===== src/rtl/bcd_pkg.sv =====
// bcd_pkg: shared constants, FSM state type and index-width helper for the serial BCD adder
package bcd_pkg;
  localparam int DIGIT_W = 4;
  localparam logic [3:0] BCD_MAX = 4'd9;
  localparam logic [3:0] BCD_CORR = 4'd6;
  typedef enum logic {IDLE, RUN} state_t;
  function automatic int idx_w(input int digits);
    return digits > 1 ? $clog2(digits) : 1;
  endfunction
endpackage


===== src/rtl/bcd_digit_add.sv =====
// bcd_digit_add: single-digit BCD adder stage with decimal correction
module bcd_digit_add
  import bcd_pkg::*;
(
  input  logic [3:0] a_d,
  input  logic [3:0] b_d,
  input  logic       c_in,
  output logic [3:0] s_d,
  output logic       c_out
);
  logic [4:0] raw;
  assign raw = {1'b0, a_d} + {1'b0, b_d} + {4'b0, c_in};
  assign c_out = raw > {1'b0, BCD_MAX};
  assign s_d = c_out ? raw[3:0] + BCD_CORR : raw[3:0];
endmodule


===== src/rtl/bcd_serial_adder_ctrl.sv =====
// bcd_serial_adder_ctrl: multi-digit BCD adder reusing one digit stage, LSD first, one digit per clock
module bcd_serial_adder_ctrl
  import bcd_pkg::*;
#(
  parameter int DIGITS = 4
) (
  input  logic                      clk,
  input  logic                      rst,
  input  logic                      start,
  input  logic [DIGIT_W*DIGITS-1:0] a,
  input  logic [DIGIT_W*DIGITS-1:0] b,
  input  logic                      cin,
  output logic                      busy,
  output logic                      done,
  output logic [DIGIT_W*DIGITS-1:0] sum,
  output logic                      cout,
  output logic                      err
);
  localparam int W = DIGIT_W * DIGITS;
  localparam int IW = idx_w(DIGITS);
  state_t state, state_nx;
  logic [W-1:0] a_r, b_r;
  logic [IW-1:0] idx;
  logic carry, last, bad, c_d;
  logic [3:0] s_d;
  bcd_digit_add u_digit (
    .a_d  (a_r[int'(idx)*DIGIT_W +: DIGIT_W]),
    .b_d  (b_r[int'(idx)*DIGIT_W +: DIGIT_W]),
    .c_in (carry),
    .s_d  (s_d),
    .c_out(c_d)
  );
  assign last = idx == IW'(DIGITS - 1);
  always_comb begin
    bad = 1'b0;
    for (int i = 0; i < DIGITS; i++)
      bad = bad | (a[i*DIGIT_W +: DIGIT_W] > BCD_MAX) | (b[i*DIGIT_W +: DIGIT_W] > BCD_MAX);
  end
  always_comb state_nx = (state == IDLE) ? (start ? RUN : IDLE) : (last ? IDLE : RUN);
  always_ff @(posedge clk) begin
    if (rst) begin
      state <= IDLE;
      a_r <= '0;
      b_r <= '0;
      idx <= '0;
      carry <= 1'b0;
      busy <= 1'b0;
      done <= 1'b0;
      sum <= '0;
      cout <= 1'b0;
      err <= 1'b0;
    end else begin
      state <= state_nx;
      done <= 1'b0;
      if (state == IDLE && start) begin
        a_r <= a;
        b_r <= b;
        carry <= cin;
        idx <= '0;
        err <= bad;
        sum <= '0;
        cout <= 1'b0;
        busy <= 1'b1;
      end else if (state == RUN) begin
        sum[int'(idx)*DIGIT_W +: DIGIT_W] <= s_d;
        carry <= c_d;
        idx <= last ? '0 : idx + 1'b1;
        if (last) begin
          cout <= c_d;
          done <= 1'b1;
          busy <= 1'b0;
        end
      end
    end
  end
endmodule

===== config.mk =====
export PLATFORM = sky130hd
export DESIGN_NAME = bcd_serial_adder_ctrl
export DESIGN_NICKNAME = d
export VERILOG_FILES = /design/src/rtl/bcd_pkg.sv /design/src/rtl/bcd_digit_add.sv /design/src/rtl/bcd_serial_adder_ctrl.sv
export SDC_FILE = /design/constraint.sdc
export NUM_CORES = 1
export LEC_CHECK = 0
export ABC_AREA = 1
export CORE_UTILIZATION = 40
export DETAILED_ROUTE_END_ITERATION = 8
export PLACE_DENSITY_LB_ADDON = 0.2
export SKIP_LAST_GASP = 1
export SYNTH_ARGS = -nofsm -noshare
export SYNTH_HDL_FRONTEND = slang
export SYNTH_SLANG_ARGS = --single-unit

===== constraint.sdc =====
create_clock -name clk -period 5.06 [get_ports clk]
set_input_delay 1.012 -clock clk [delete_from_list [all_inputs] [get_ports clk]]
set_output_delay 1.012 -clock clk [all_outputs]
set_load 0.05 [all_outputs]

==> out/metrics.cfg, run 1 <==
[worst_setup_path]
end_kind=flip-flop
timing.critical_path.from=idx[0]$_SDFFE_PP0P_
reg2reg_depth=16
r2r-start=idx[0]$_SDFFE_PP0P_
required_ns=5.29
path_class=flip-flop to flip-flop
cp_data_arrival_time_ns=3.69
cp_max_fo=21
rrSetupSlack_ns=1.60
start_kind=flip-flop
r2r-end=sum[14]$_SDFFE_PP0P_

[die]
dieArea_um2=7050
start_util=0.418
core_area_um2=6420
die-width_um=84.0
io_pins=56
die_h_um=84.0
rows=29

[min_path]
worstHoldPathCells=2
hp-start=sum[8]$_SDFFE_PP0P_
hold-path-endpoint=sum[8]$_SDFFE_PP0P_
hp-class=flip-flop to flip-flop

[drt]
drt_iter0_markers=125
dr.pass1.iters=6
ant_nets=0
num_vias=2544
via_per_inst=5.17
avgRoutedWirePerCell_um=12.5
wl_um=6130
drc=3

[global_routing]
grt_pass1_wl_um=10300
grt_pass1_vias=2269
grt_util_all_layers=0.182
grt_overflow=0
antenna_found_initial=0
grt_max_degree=37

[sta]
maxSlewViolCount=0
fin_skew_ns=0.00570
rsz0062_at_grt=no
fmax_ghz=0.289
fin_crit_ns=3.46
holdWs_ns=0.470
setup_viol=0
finalSetupTns_ns=0
period_share=0.684
fin_ws_ns=1.60
hold_viol=0
tightestPinTransition_ns=0.865
slew_headroom=0.422

[clocking]
postCtsSetupBuffers=0
clock-root-buffer=clkbuf_8
cts_max_path_buffers=2
h-tree-depth=2
ctsHoldBuffers=0
numCtsBuffers=5
clock_latency_ns=0.30
clk_pin_slew_ns=0.09
cts_resized=0
cts_tree=done
cts_sinks=56

[cells_and_area]
nNetsFinal=463
regArea_um2=1120
diodes=0
area_growth_syn_to_layout_pct=25.1
multi_input_area_um2=1410
nFillCells=671
drive_above_1_share=0.0627
design_area_um2=3360

[logic_synthesis]
synth_mux_area_frac=0
synth_compound_area_frac=0.178
synth_edf_count=0
synth_top_family_by_area=simple AND/OR/NAND/NOR gates
synth_xor_area_frac=0
yosysUniqueCellTypes=31
yosysMostFrequentCell=nor2_1
yosysWarningCount=0
ys_seq_area_frac=0.417
synthAdderAreaFrac=0.0661
ys_ff_latch=56
synth_top_area_frac=0.417
synth_flop_cell=dfxtp_1
synth_top_cells_by_count=93 x nor2_1, 56 x dfxtp_1, 53 x o21ai_0
avgSynthCellArea_um2=7.32
syn_nets=416
synth-simple-area-share=0.280
syn-instance-count=367
synth_area_leaders=dfxtp_1 42%, nor2_1 13%, o21ai_0 9.9%
async_flop_share=0
synth_area_leader_cell=dfxtp_1
synth.cell_area_um2=2690

[power]
total_power_uw=1010
p_leak_uw=0.00136
vdd_drop_max_mv=0.112
power.density_nw_per_um2=301

[place]
place_ws_ns=1.61
dpl.hpwl_um=4600
port_buffers=55
routabilityCongestion=0.867
place_area_um2=3270

[outcome]
violations=design-rule violations
status=finished with violations

[run]
maxCapViolCount=0

-- layer usage --
metal | global-route usage | routed length, um
met5 | 0 | 0
met2 | 0.294 | 2880
met1 | 0.244 | 2940
met4 | 0.0721 | 121
met3 | 0.0267 | 184
-- worst max-delay path by stage --
stage	to	slack, ns	cells after the start
after floorplan	sum[7]$_SDFFE_PP0P_	1.86	19
after global placement	sum[14]$_SDFFE_PP0P_	1.72	16
after detailed placement	sum[13]$_SDFFE_PP0P_	1.61	16
after CTS	sum[13]$_SDFFE_PP0P_	1.58	16
after global routing	sum[13]$_SDFFE_PP0P_	1.28	16
final	sum[14]$_SDFFE_PP0P_	1.60	16
-- cell families (layout without fill, tap and decap cells) --
kind of cell,Yosys count,after routing
AOI/OAI and AO/OA,87,87
adders and majority gates,13,13
buffers and inverters,38,86
DFF,56,56
and+or+nand+nor,173,173
-- critical path, stage by stage (launching register included) --
cell	delay, ns
dfxtp_1	0.35
clkinv_1	0.45
o21ai_0	0.33
o22ai_1	0.13
fa_1	0.44
inv_1	0.10
fa_1	0.50
ha_1	0.25
inv_1	0.08
a21oi_1	0.05
a21oi_2	0.12
nand2_2	0.10
nand2_4	0.09
nand2_2	0.05
nand2_2	0.10
nand4_1	0.09
a21oi_1	0.15
-- cells in the final DEF, fill, tap and decap left out, drive strengths merged, types with 2 or more instances in the layout --
cell type / count
o21ai: 53
ha: 11
a21oi: 21
nor2: 93
o22ai: 6
inv: 20
a32oi: 2
clkdlybuf4s50: 55
nor3: 3
fa: 2
nand4: 6
a22oi: 2
nand2: 54
nand3b: 2
buf: 2
and2: 2
dfxtp: 56
nand3: 12
clkbuf: 8
-- flip-flops by register name, summed over array words and instances, names as in the netlist --
| register | count |
|---|---|
| busy | 1 |
| idx | 2 |
| sum | 16 |
| done | 1 |
| err | 1 |
| b_r | 16 |
| cout | 1 |
| state | 1 |
| carry | 1 |
| a_r | 16 |
-- cell type report --
type / instances / share of cell area
clock buffer: 8 / 0.0268
tap: 77 / 0.0287
inverter: 21 / 0.0235
multi-input combinational: 273 / 0.419
sequential: 56 / 0.334
timing repair buffer: 57 / 0.168
-- metrics by stage --
stage | std cells | utilization
2_1_floorplan | 367 | -
5_1_grt | 492 | 0.523
6_report | 492 | 0.523
3_3_place_gp | 484 | 0.509
3_5_place_dp | 484 | 0.509
4_1_cts | 492 | 0.523
-- report_power, final --
group	leakage [uW]	switching [uW]	internal [uW]	total, uW
clock network	0.0000455	137	112	249
registers	0.000460	17.1	467	484
logic	0.000853	171	107	278
Note: power is estimated with default switching activity, not from simulation.
==> run 2, diff against run 1 <==
clock period = 3.25 ns   (was 5.06 ns; I/O delays follow)
==> run 2 against run 1 <==
  * Highest routed layer unchanged
  * Wire length up 7.4%
  * Via count fell by 2.2%
  * Register-to-register slack worse by 1.3 ns
  * Largest cell class unchanged
  * The run still ends with design-rule violations left
==> out/metrics.cfg, run 2 (synthesized netlist as in run 1, its figures left out) <==
[min_path]
hp-class=flip-flop to flip-flop
worstHoldPathCells=2
hp-start=sum[0]$_SDFFE_PP0P_

[global_routing]
antenna_found_initial=0
grt_max_degree=37
grt_overflow=0
grt_pass1_wl_um=11100
grt_pass1_vias=2337
grt_util_all_layers=0.197

[drt]
dr.pass1.iters=7
wl_um=6590
avgRoutedWirePerCell_um=13.2
via_per_inst=4.99
ant_nets=0
num_vias=2487
drc=3
drt_iter0_markers=132

[power]
vdd_drop_max_mv=0.193
p_leak_uw=0.00139
power.density_nw_per_um2=455

[worst_setup_path]
reg2reg_depth=16
end_kind=flip-flop
slowest_delay_ns=0.48
cp_data_arrival_time_ns=3.19
timing.critical_path.from=idx[0]$_SDFFE_PP0P_
cp_max_fo=14
cpMaxStageDelayCell=fa_1
required_ns=3.48
start_kind=flip-flop
rrSetupSlack_ns=0.29
path_class=flip-flop to flip-flop
cp_cell_sequence=buf_12, o21ai_0, o22ai_1, fa_2, inv_1, fa_1, ha_1, inv_1, a21oi_2, a21oi_2, nand2_2, nand2_4, nand2_2, nand2_2, nand4_1, a21oi_1
r2r-start=idx[0]$_SDFFE_PP0P_
crit_top_cell=nand2_2

[run]
maxCapViolCount=0

[place]
placed_cells=487
routabilityCongestion=0.786
port_buffers=55
dpl.hpwl_um=4980

[cells_and_area]
layout_commonest_cell=nor2_1
diodes=0
instances_no_fill=498
final_cell_mix=93 x nor2_1, 55 x clkdlybuf4s50_1, 54 x dfxtp_1
top_regs=a_r (16), b_r (16), sum (16)
nFillCells=660
nNetsFinal=470
area_growth_syn_to_layout_pct=28.6
drive_above_1_share=0.0950

[clocking]
h-tree-depth=2
clock-root-buffer=clkbuf_8
clock_latency_ns=0.31
clk_pin_slew_ns=0.10
numCtsBuffers=5
cts_sinks=56
cts_max_path_buffers=2
cts_tree=done

[outcome]
violations=design-rule violations
status=finished with violations

[die]
start_util=0.418
dieArea_um2=7050
die_h_um=84.0
core_area_um2=6420
die-width_um=84.0
rows=29
io_pins=56

[sta]
hold_viol=0
fmax_ghz=0.338
maxSlewViolCount=0
setup_viol=0
slew_headroom=0.561
fin_crit_ns=2.96
fin_skew_ns=0.00698
tightestPinTransition_ns=0.657
rsz0062_at_grt=no
period_share=0.911
finalSetupTns_ns=0

run 2: changes by cell type in the layout (fill, tap and decap cells not counted), sizes merged:
| cell | delta |
|---|---|
| clkbuf | -1 |
| inv | -1 |
| clkinvlp | +3 |
| buf | +5 |
run 2: cell type report:
cell class / instances / area [um^2] / area share
inverter: 21 / 86.3 / 0.0250
multi-input combinational: 273 / 1420 / 0.412
sequential: 56 / 1130 / 0.326
clock buffer: 6 / 72.6 / 0.0210
tap: 77 / 96.3 / 0.0279
timing repair buffer: 63 / 641 / 0.186
timing repair inverter: 1 / 5.00 / 0.00145
clock inverter: 1 / 5.00 / 0.00145
run 2: final timing paths:
check / endpoint
worst max-delay path: sum[5]$_SDFFE_PP0P_
worst min-delay path: sum[0]$_SDFFE_PP0P_
worst max register to register: sum[5]$_SDFFE_PP0P_
worst min register to register: sum[0]$_SDFFE_PP0P_
run 2: metal layers:
metal | share of wire | vias to the layer above | wire length (um) | GRT usage
li1 | - | 1318 | - | -
met1 | 0.47 | 1121 | 3110 | 0.255
met2 | 0.48 | 42 | 3190 | 0.336
met3 | 0.034 | 6 | 227 | 0.0386
met4 | 0.0093 | 0 | 61 | 0.0486
met5 | 0 | - | 0 | 0
run 2: report_power, final:
group / internal [uW] / switching [uW] / total [uW]
combinational: 181 / 271 / 452
clock: 147 / 217 / 365
sequential: 727 / 28.2 / 755
total: 1050 / 517 / 1570
run 2: through the flow:
stage | util | instance area (um^2) | total power, uW | worst slack (ns) | hold WS, ns
2_1_floorplan | - | 2690 | 1070 | 0.0476 | 0.449
3_3_place_gp | 0.513 | 3290 | 1200 | 0.230 | 0.455
3_5_place_dp | 0.513 | 3290 | 1210 | 0.141 | 0.454
4_1_cts | 0.525 | 3370 | 1560 | 0.0939 | 0.468
5_1_grt | 0.538 | 3450 | 1670 | 0.0232 | 0.502
6_report | 0.538 | 3450 | 1570 | 0.290 | 0.466
run 2: timing repair:
action	CTS	global route
buffers inserted	0	2
setup endpoints to repair	0	12
gates resized for setup	0	13
hold buffers	0	0
run 2: worst max-delay path, delay by kind of cell, from the launching register on:
kind                     cells  cell delay [ns]
adder cells (fa/ha/maj)      3             1.11
AO/OA/AOI/OAI                5             0.63
AND/OR/NAND/NOR              5             0.44
flip-flops                   1             0.39
buffers and inverters        3             0.31
